[src/rtl/fip_32_3b3_det_seq_if.sv]
// Producer/consumer handshake bundle for the sequential 3x3 determinant engine.
interface fip_32_3b3_det_seq_if;
    localparam int unsigned DW = 32;

    logic [2:0][2:0][DW-1:0] i_array;
    logic                    i_valid;
    logic                    i_ready;
    logic [DW-1:0]           o_det;
    logic                    o_overflow;
    logic                    o_valid;
    logic                    o_ready;
    logic                    o_busy;

    // Producer and consumer side (the environment driving the engine).
    modport master (
        output i_array, i_valid, o_ready,
        input  i_ready, o_det, o_overflow, o_valid, o_busy
    );

    // Engine side.
    modport slave (
        input  i_array, i_valid, o_ready,
        output i_ready, o_det, o_overflow, o_valid, o_busy
    );
endinterface

[src/rtl/fip_32_3b3_det_seq.sv]
// Sequential 3x3 signed fixed-point determinant using one shared multiplier,
// one multiply per cycle over nine steps, with a sticky overflow flag.
module fip_32_3b3_det_seq #(
    parameter int unsigned FRAC = 16
) (
    input  logic                 i_clk,
    input  logic                 i_rst,
    fip_32_3b3_det_seq_if.slave  bus
);
    localparam int unsigned DW = 32;
    localparam int unsigned PW = 2 * DW;
    localparam int unsigned SW = 4;
    localparam logic [SW-1:0] LAST_STEP = SW'(8);

    typedef enum logic [1:0] {IDLE, BUSY, DONE} state_t;

    state_t                  state;
    state_t                  state_nxt;
    logic [SW-1:0]           step;
    logic [SW-1:0]           step_nxt;
    logic [2:0][2:0][DW-1:0] mat;
    logic [DW-1:0]           p_reg;
    logic [DW-1:0]           m_reg;
    logic [DW-1:0]           acc;
    logic [DW-1:0]           det_r;
    logic                    ovf;
    logic                    ovf_r;
    logic                    valid_r;
    logic                    ready_r;
    logic                    busy_r;
    logic                    accept;

    logic [DW-1:0]           mul_a;
    logic [DW-1:0]           mul_b;
    logic [PW-1:0]           prod;
    logic signed [PW-1:0]    shifted;
    logic [DW-1:0]           mul_res;
    logic                    mul_ovf;
    logic [DW-1:0]           as_x;
    logic [DW-1:0]           as_y;
    logic                    as_sub;
    logic [DW-1:0]           as_res;
    logic                    as_ovf;

    assign accept = (state == IDLE) && bus.i_valid;

    // Shared multiplier: low 64 bits of the sign-extended product equal the signed product.
    assign prod    = {{DW{mul_a[DW-1]}}, mul_a} * {{DW{mul_b[DW-1]}}, mul_b};
    assign shifted = $signed(prod) >>> FRAC;
    assign mul_res = shifted[DW-1:0];
    assign mul_ovf = ~((&shifted[PW-1:DW-1]) | ~(|shifted[PW-1:DW-1]));

    // Shared add/sub with signed-overflow detect (wrapped result kept).
    assign as_res = as_sub ? (as_x - as_y) : (as_x + as_y);
    assign as_ovf = as_sub ? ((as_x[DW-1] != as_y[DW-1]) && (as_res[DW-1] != as_x[DW-1]))
                           : ((as_x[DW-1] == as_y[DW-1]) && (as_res[DW-1] != as_x[DW-1]));

    // State register.
    always_ff @(posedge i_clk or posedge i_rst) begin
        if (i_rst) begin
            state <= IDLE;
            step  <= '0;
        end else begin
            state <= state_nxt;
            step  <= step_nxt;
        end
    end

    // Next-state and step sequencing.
    always_comb begin
        state_nxt = state;
        step_nxt  = step;
        case (state)
            IDLE: begin
                if (bus.i_valid) begin
                    state_nxt = BUSY;
                    step_nxt  = '0;
                end
            end
            BUSY: begin
                step_nxt = step + SW'(1);
                if (step == LAST_STEP) begin
                    state_nxt = DONE;
                    step_nxt  = '0;
                end
            end
            DONE: begin
                if (bus.o_ready) begin
                    state_nxt = IDLE;
                end
            end
            default: begin
                state_nxt = IDLE;
                step_nxt  = '0;
            end
        endcase
    end

    // Operand schedule: a..i are mat[0][0]..mat[2][2] read row by row.
    always_comb begin
        mul_a  = '0;
        mul_b  = '0;
        as_x   = p_reg;
        as_y   = mul_res;
        as_sub = 1'b1;
        case (step)
            SW'(0): begin mul_a = mat[1][1]; mul_b = mat[2][2]; end
            SW'(1): begin mul_a = mat[1][2]; mul_b = mat[2][1]; end
            SW'(2): begin mul_a = mat[0][0]; mul_b = m_reg;     end
            SW'(3): begin mul_a = mat[1][2]; mul_b = mat[2][0]; end
            SW'(4): begin mul_a = mat[1][0]; mul_b = mat[2][2]; end
            SW'(5): begin mul_a = mat[0][1]; mul_b = m_reg; as_x = acc; as_sub = 1'b0; end
            SW'(6): begin mul_a = mat[1][0]; mul_b = mat[2][1]; end
            SW'(7): begin mul_a = mat[1][1]; mul_b = mat[2][0]; end
            SW'(8): begin mul_a = mat[0][2]; mul_b = m_reg; as_x = acc; as_sub = 1'b0; end
            default: ;
        endcase
    end

    // Datapath: matrix capture, partial/minor/accumulator updates, result latch.
    always_ff @(posedge i_clk or posedge i_rst) begin
        if (i_rst) begin
            mat   <= '0;
            p_reg <= '0;
            m_reg <= '0;
            acc   <= '0;
            det_r <= '0;
            ovf   <= 1'b0;
            ovf_r <= 1'b0;
        end else if (accept) begin
            mat <= bus.i_array;
            ovf <= 1'b0;
        end else if (state == BUSY) begin
            case (step)
                SW'(0), SW'(3), SW'(6): begin
                    p_reg <= mul_res;
                    ovf   <= ovf | mul_ovf;
                end
                SW'(1), SW'(4), SW'(7): begin
                    m_reg <= as_res;
                    ovf   <= ovf | mul_ovf | as_ovf;
                end
                SW'(2): begin
                    acc <= mul_res;
                    ovf <= ovf | mul_ovf;
                end
                SW'(5): begin
                    acc <= as_res;
                    ovf <= ovf | mul_ovf | as_ovf;
                end
                SW'(8): begin
                    acc   <= as_res;
                    det_r <= as_res;
                    ovf   <= ovf | mul_ovf | as_ovf;
                    ovf_r <= ovf | mul_ovf | as_ovf;
                end
                default: ;
            endcase
        end
    end

    // Registered handshake/status flags derived from the upcoming state.
    always_ff @(posedge i_clk or posedge i_rst) begin
        if (i_rst) begin
            valid_r <= 1'b0;
            ready_r <= 1'b1;
            busy_r  <= 1'b0;
        end else begin
            valid_r <= (state_nxt == DONE);
            ready_r <= (state_nxt == IDLE);
            busy_r  <= (state_nxt != IDLE);
        end
    end

    assign bus.o_det      = det_r;
    assign bus.o_overflow = ovf_r;
    assign bus.o_valid    = valid_r;
    assign bus.i_ready    = ready_r;
    assign bus.o_busy     = busy_r;
endmodule

[src/flat_wrapper.sv]
// flat-port wrapper written by rule: the top's interface ports become plain ports
module fip_32_3b3_det_seq_flat 
#(
    parameter int unsigned FRAC = 16
)
  (i_clk, i_rst, bus_i_array, bus_i_valid, bus_o_ready, bus_i_ready, bus_o_det, bus_o_overflow, bus_o_valid, bus_o_busy);
  fip_32_3b3_det_seq_if bus_i ();
  input  logic i_clk;
  input  logic i_rst;
  input wire logic [$bits(bus_i.i_array)-1:0] bus_i_array;
  input wire logic [$bits(bus_i.i_valid)-1:0] bus_i_valid;
  input wire logic [$bits(bus_i.o_ready)-1:0] bus_o_ready;
  output wire logic [$bits(bus_i.i_ready)-1:0] bus_i_ready;
  output wire logic [$bits(bus_i.o_det)-1:0] bus_o_det;
  output wire logic [$bits(bus_i.o_overflow)-1:0] bus_o_overflow;
  output wire logic [$bits(bus_i.o_valid)-1:0] bus_o_valid;
  output wire logic [$bits(bus_i.o_busy)-1:0] bus_o_busy;
  assign bus_i.i_array = bus_i_array;
  assign bus_i.i_valid = bus_i_valid;
  assign bus_i.o_ready = bus_o_ready;
  assign bus_i_ready = bus_i.i_ready;
  assign bus_o_det = bus_i.o_det;
  assign bus_o_overflow = bus_i.o_overflow;
  assign bus_o_valid = bus_i.o_valid;
  assign bus_o_busy = bus_i.o_busy;
  fip_32_3b3_det_seq #(.FRAC(FRAC)) u_core (.i_clk(i_clk), .i_rst(i_rst), .bus(bus_i));
endmodule
[config.mk]
export PLATFORM = sky130hd
export DESIGN_NAME = fip_32_3b3_det_seq_flat
export DESIGN_NICKNAME = d
export VERILOG_FILES = /design/src/rtl/fip_32_3b3_det_seq_if.sv /design/src/rtl/fip_32_3b3_det_seq.sv /design/src/flat_wrapper.sv
export SDC_FILE = /design/constraint.sdc
export NUM_CORES = 2
export LEC_CHECK = 0
export BUFFER_PORTS_ARGS = -buffer_cell sky130_fd_sc_hd__buf_4
export CELL_PAD_IN_SITES_DETAIL_PLACEMENT = 1
export CELL_PAD_IN_SITES_GLOBAL_PLACEMENT = 2
export CORE_AREA = 2 2 408 410
export CTS_CLUSTER_DIAMETER = 30
export CTS_CLUSTER_SIZE = 12
export DETAILED_ROUTE_END_ITERATION = 8
export DIE_AREA = 0 0 410 412
export GPL_ROUTABILITY_DRIVEN = 0
export PLACE_DENSITY_LB_ADDON = 0.3
export SYNTH_ARGS = -nofsm -noshare
export SYNTH_HDL_FRONTEND = slang
export SYNTH_SLANG_ARGS = --single-unit
[constraint.sdc]
create_clock -name i_clk -period 32.7 [get_ports i_clk]
set_clock_uncertainty 0.1 [all_clocks]
set_input_delay 3.27 -clock i_clk [delete_from_list [all_inputs] [get_ports i_clk]]
set_output_delay 3.27 -clock i_clk [all_outputs]
set_load 0.05 [all_outputs]
; Word-level counts from Yosys, hierarchy flattened
; Cells that the tools add are included.
[classes]
mux = 16
n_eq_ne = 15
n_bitwise = 7
n_reduce_logical = 30
n_addsub = 3
mul = 1
[op_table]
columns = cell, count
row1 = $pmux 32 s6, 1
row2 = $pmux 32 s4, 1
row3 = $mul 32x32->64, 1
row4 = $mux 32, 2
row5 = $pmux 32 s2, 1
row6 = $add 32x32->32, 1
row7 = $sub 32x32->32, 1
row8 = $reduce_and 17->1, 1
row9 = $reduce_or 17->1, 1
row10 = $eq 4x3->1 const B, 4
row11 = $reduce_or 2->1, 7
row12 = $pmux 4 s3, 1
row13 = $reduce_and 3->1, 4
row14 = $reduce_or 3->1, 3
row15 = $eq 4x2->1 const B, 2
row16 = $mux 4, 2
row17 = $mux 2, 3
row18 = $pmux 2 s3, 1
row19 = $reduce_bool 2->1, 3
row20 = $reduce_or 5->1, 1
row21 = $add 4x1->4 const B, 1
row22 = $eq 2x2->1 const B, 2
row23 = $eq 4x1->1 const B, 1
row24 = $eq 4x4->1 const B, 1
row25 = other kinds (14), 26
[word_totals]
in_bits = 292
ff_bits = 427
output_inout_bits = 36
elab_cells = 92

; Longest topological paths before layout
[logic_depth]
word_depth = 13
depth_mapped = 56
depth_no_buf = 52

; Worst setup path after synthesis
; Ideal clock, no wire load.
[synth_path]
kind = flip-flop to flip-flop
start = register u_core.step[1]
end = register u_core.acc[28]
slack_ns = 20.160
setup_ns = 0.077
path_stages_with_launch = 51
synth_period_minus_slack_ns = 12.540
path_buffers = 6
arrival_ns = 12.362
t_required_ns = 32.523
cell_sequence = dfrtp_1 > inv_1 > ha_1 > buf_2 > mux2_2 > nand2_1 > nand2_1 > clkbuf_1 > buf_1 > a221oi_1 > clkbuf_1 > nor2_1 > fa_1 > inv_1 > fa_1 > inv_1 > fa_1 > inv_1 > [15 not listed] > clkbuf_1 > nand2_1 > nand2_1 > xor2_1 > ha_1 > a21o_1 > a21o_1 > a21o_1 > a21o_1 > a21o_1 > or3_1 > a31o_2 > nand3_1 > nand2_1 > a2111oi_0 > nor3_1 > or3b_2 > a21oi_1
[synth_between]
elab_chain_len = 7
elab_cells_between_ends = 27
cone_classes = 2 x add/sub / 1 x mul / 8 x eq/ne / 5 x mux / 11 x reduce/logical
[synth_rtl]
columns = element, line
row1 = start: declaration, fip_32_3b3_det_seq.sv:19  ; logic [SW-1:0] step;
row2 = start signal: assignment, fip_32_3b3_det_seq.sv:65  ; step <= step_nxt;
row3 = $eq 4x2->1 (tied with other cells), "fip_32_3b3_det_seq.sv:106, fip_32_3b3_det_seq.sv:134"
row4 = $reduce_or 3->1 (no line) / $reduce_or 2->1 (equally long branches), --
row5 = $pmux 32 s4 / $pmux 32 s6 (equally long branches), fip_32_3b3_det_seq.sv:106  ; case (step)
row6 = $mul 32x32->64, fip_32_3b3_det_seq.sv:48  ; assign prod = {{DW{mul_a[DW-1]}}, mul_a} * {{DW{mul_b[DW-1]}}, mul_b};
row7 = $sub 32x32->32 / $add 32x32->32 (equally long branches), fip_32_3b3_det_seq.sv:54  ; assign as_res = as_sub ? (as_x - as_y) : (as_x + as_y);
row8 = $mux 32, fip_32_3b3_det_seq.sv:54
row9 = $pmux 32 s2, fip_32_3b3_det_seq.sv:134  ; case (step)
row10 = end signal: assignment, fip_32_3b3_det_seq.sv:144  ; acc <= mul_res;
row11 = end signal: assignment, fip_32_3b3_det_seq.sv:148  ; acc <= as_res;
row12 = end signal: assignment, fip_32_3b3_det_seq.sv:152  ; acc <= as_res;
row13 = end: declaration, fip_32_3b3_det_seq.sv:24  ; logic [DW-1:0] acc;
; Several ways; a longest one is shown, not always the timed one.
; A chain may end at the register's enable or synchronous reset.

; Worst setup path after layout
[layout_path]
start = register u_core.step[0]
end = register u_core.m_reg[28]
[layout_between]
elab_chain_len = 6
elab_cells_between_ends = 26
cone_classes = 2 x add/sub / 1 x mul / 8 x eq/ne / 4 x mux / 11 x reduce/logical
[layout_rtl]
columns = element, line
row1 = $eq 4x2->1 (tied with other cells), fip_32_3b3_det_seq.sv:106
row2 = $reduce_or 3->1 (no line) / $reduce_or 2->1 (equally long branches), --
row3 = $pmux 32 s4 / $pmux 32 s6 (equally long branches), fip_32_3b3_det_seq.sv:106
row4 = $mul 32x32->64, fip_32_3b3_det_seq.sv:48
row5 = $sub 32x32->32 / $add 32x32->32 (equally long branches), fip_32_3b3_det_seq.sv:54
row6 = $mux 32, fip_32_3b3_det_seq.sv:54
row7 = end signal: assignment, fip_32_3b3_det_seq.sv:140  ; m_reg <= as_res;
row8 = end: declaration, fip_32_3b3_det_seq.sv:23  ; logic [DW-1:0] m_reg;
; Several ways; a longest one is shown, not always the timed one.

==> results.toml <==
[clock_tree]
cts_setup_buffers = 0
cts_buffer_depth = 3
cts_hold_buf = 0
cts_tree = "done"
cts_resized = 0
root_buffer = "clkbuf_16"
cts.sinks = 427
clk_latency_ns = 0.74
cts_max_level = 3
cts_buffers = 107
clkTransAtPathRegs_ns = 0.05

[timing]
period_share_pct = 45.3
min_period_ns = 14.81
tightest_slew_ns = 1.30
clock.fmax_mhz = 67.5
finalHoldViolCount = 0
relSlewSlack_pct = 12.7
rsz0062_at_grt = "false"
finalSetupTns_ns = 0
drv_slew = 0
setup_viol = 0

[critical_path]
critPathKind = "reg -> reg"
cp_slowest_cell = "a211o_1"
required_ns = 33.21
slowest_delay_ns = 0.98
arrival_ns = 15.32
r2r_start = "u_core.step[0]"
cp_common_cell = "fa_1"
start_kind = "flip-flop"
worst_r2r_path_depth = 45
reg2reg_slack_ns = 17.89
cp-endpoint = "u_core.m_reg[28]"
endpoint_kind = "flip-flop"
startpoint = "u_core.step[0]"
rr_endpoint = "u_core.m_reg[28]"
path_max_fanout = 47

[synthesis]
netlist_area_um2 = 57200
avgSynthCellArea_um2 = 8.71
synth.cells.most_frequent = "nand2_1 (1,800), fa_1 (1,082), inv_1 (981)"
synth.distinct_cells = 94
yosys.area_share.simple_pct = 18.7
ys_seq_area_share_pct = 18.7
synth_top_family_by_area = "adder cells"
synth_nets = 8157
ys_warn_count = 0
synth_cells = 6566
synth_top_flop_cell = "dfrtp_1"
synthAdderAreaFrac_pct = 42.6
synth_area_leaders = "fa_1 (38%), dfrtp_1 (19%), nand2_1 (12%)"
synth_most_common_cell = "nand2_1"
synth_seq_cells = 427
async_flop_share_pct = 100
synth_top_area_share_pct = 37.9
synth_top_area_cell = "fa_1"
yosys-mux-area-fraction_pct = 0.887
synth_xor_area_share_pct = 1.56
synth_compound_area_share_pct = 8.66
synth-edff-count = 0

[floorplan]
coreArea_um2 = 164000
start_util_pct = 34.8
die_area_um2 = 169000
fp.dieW_um = 410
pin_count = 328
fp.dieH_um = 412
rows = 149

[outcome]
status = "completed"

[global_routing]
grt_pass1_vias = 52800
grt_pass1_wl_um = 344000
overflow = 0
grt.total_usage_pct = 27.4
antenna_found_initial = 5
grt_max_degree = 209

[route]
drt-total-wl_um = 228000
final_antenna_net_count = 0
drc_errors = 0
post_drt_via_cell_ratio = 5.25
drt-initial-drc-count = 3222
num_vias = 47600
avgRoutedWirePerCell_um = 25.2
dr.pass1.iters = 5

[final_layout]
layout-drive-gt1-share_pct = 11.6
final-seq-area_um2 = 10700
n_fill_cell = 19100
area_growth_pct = 16.6
multi_input_area_um2 = 41900
largest_reg_flops = 288
nets = 8377
largest-register = "u_core.mat"

[job]
max-cap-violations = 0

[placed_design]
portBuffers = 327
dp_hpwl_um = 178000

[hold_path]
holdCritPathClass = "reg -> reg"
-- placed cells by master (no fill, tap or decap), types with 12 or more instances in the layout --
cell type / count
o21bai_1: 19
nand2b_1: 14
nor2b_1: 17
dfrtp_1: 426
clkinvlp_4: 14
and2_1: 24
a21oi_1: 138
nand2_1: 1799
nor4_1: 13
and3_1: 16
o21a_1: 15
buf_4: 460
o21ai_0: 100
a211o_1: 31
a22o_1: 62
nor3_1: 30
nor2_1: 625
nand4_1: 36
mux2_2: 35
fa_1: 1082
xor2_1: 30
nand3_1: 23
clkinv_2: 14
ha_1: 217
clkbuf_8: 14
a221o_1: 33
a31oi_1: 32
a221oi_2: 15
bufinv_16: 24
a211oi_1: 16
a22oi_1: 32
a211oi_4: 14
a21o_1: 44
clkbuf_16: 107
xnor2_1: 70
inv_1: 980
a211oi_2: 12
-- metal layers --
metal	up-vias	track usage (%)	part of all wire (%)	wire (um)
met5	-	0	0	0
met4	0	10.4	4.1	9320
met3	360	4.15	6.0	13600
met2	1470	44.3	47	106000
met1	25100	37.0	43	99100
li1	20700	-	-	-
-- logic make-up (layout without fill, tap and decap cells) --
| logic type | after synthesis | count (layout) |
|---|---|---|
| simple gates | 2675 | 2675 |
| xor+xnor | 101 | 101 |
| flops | 427 | 427 |
| mux | 45 | 45 |
| fa+ha+maj | 1299 | 1299 |
| other cells | 0 | 1 |
| compound gates | 688 | 688 |
| buf+inv | 1331 | 1644 |
-- critical path: cells and delay by family, from the launching register on --
family,cells,cell delay (ns)
AO/OA/AOI/OAI,10,3.94
buffers and inverters,7,1.10
flip-flops,1,0.43
adder cells (fa/ha/maj),11,5.04
AND/OR/NAND/NOR,13,3.31
multiplexers,2,0.41
XOR/XNOR,2,0.35
-- area by class of cell --
| type | count | share of cell area [%] |
|---|---|---|
| clock buffers | 128 | 4.35 |
| diodes | 1 | 0.00376 |
| clock inverters | 74 | 1.81 |
| inverters | 981 | 5.54 |
| well taps | 2189 | 4.11 |
| repair buffers | 461 | 5.21 |
| multi-input cells | 4808 | 62.9 |
| flip-flops and latches | 427 | 16.0 |
-- through the flow --
step	setup slack (ns)	instances	area [um2]	utilization, %	hold slack [ns]
after global routing	16.98	9068	66600	40.6	0.390
after detailed placement	17.77	8866	62500	38.1	0.363
after floorplan	17.44	6566	57200	-	0.338
after CTS	17.74	9068	66600	40.6	0.373
after global placement	18.21	8866	62500	38.1	0.358
final	17.89	9069	66600	40.6	0.370
-- worst min-delay path by stage --
stage          depth (start not counted)  slack [ns]         endpoint       startpoint
3_5_place_dp                           2        0.36  u_core.mat[200]  u_core.mat[200]
5_1_grt                                2        0.39   u_core.mat[85]   u_core.mat[85]
2_1_floorplan                          2        0.34  u_core.mat[129]  u_core.mat[129]
3_3_place_gp                           2        0.36  u_core.mat[108]  u_core.mat[108]
6_report                               2        0.37  u_core.mat[112]  u_core.mat[112]
4_1_cts                                2        0.37  u_core.mat[126]  u_core.mat[126]
Power is not shown: default switching activity piles up to over one toggle a cycle in this logic, so the estimate is an artifact.
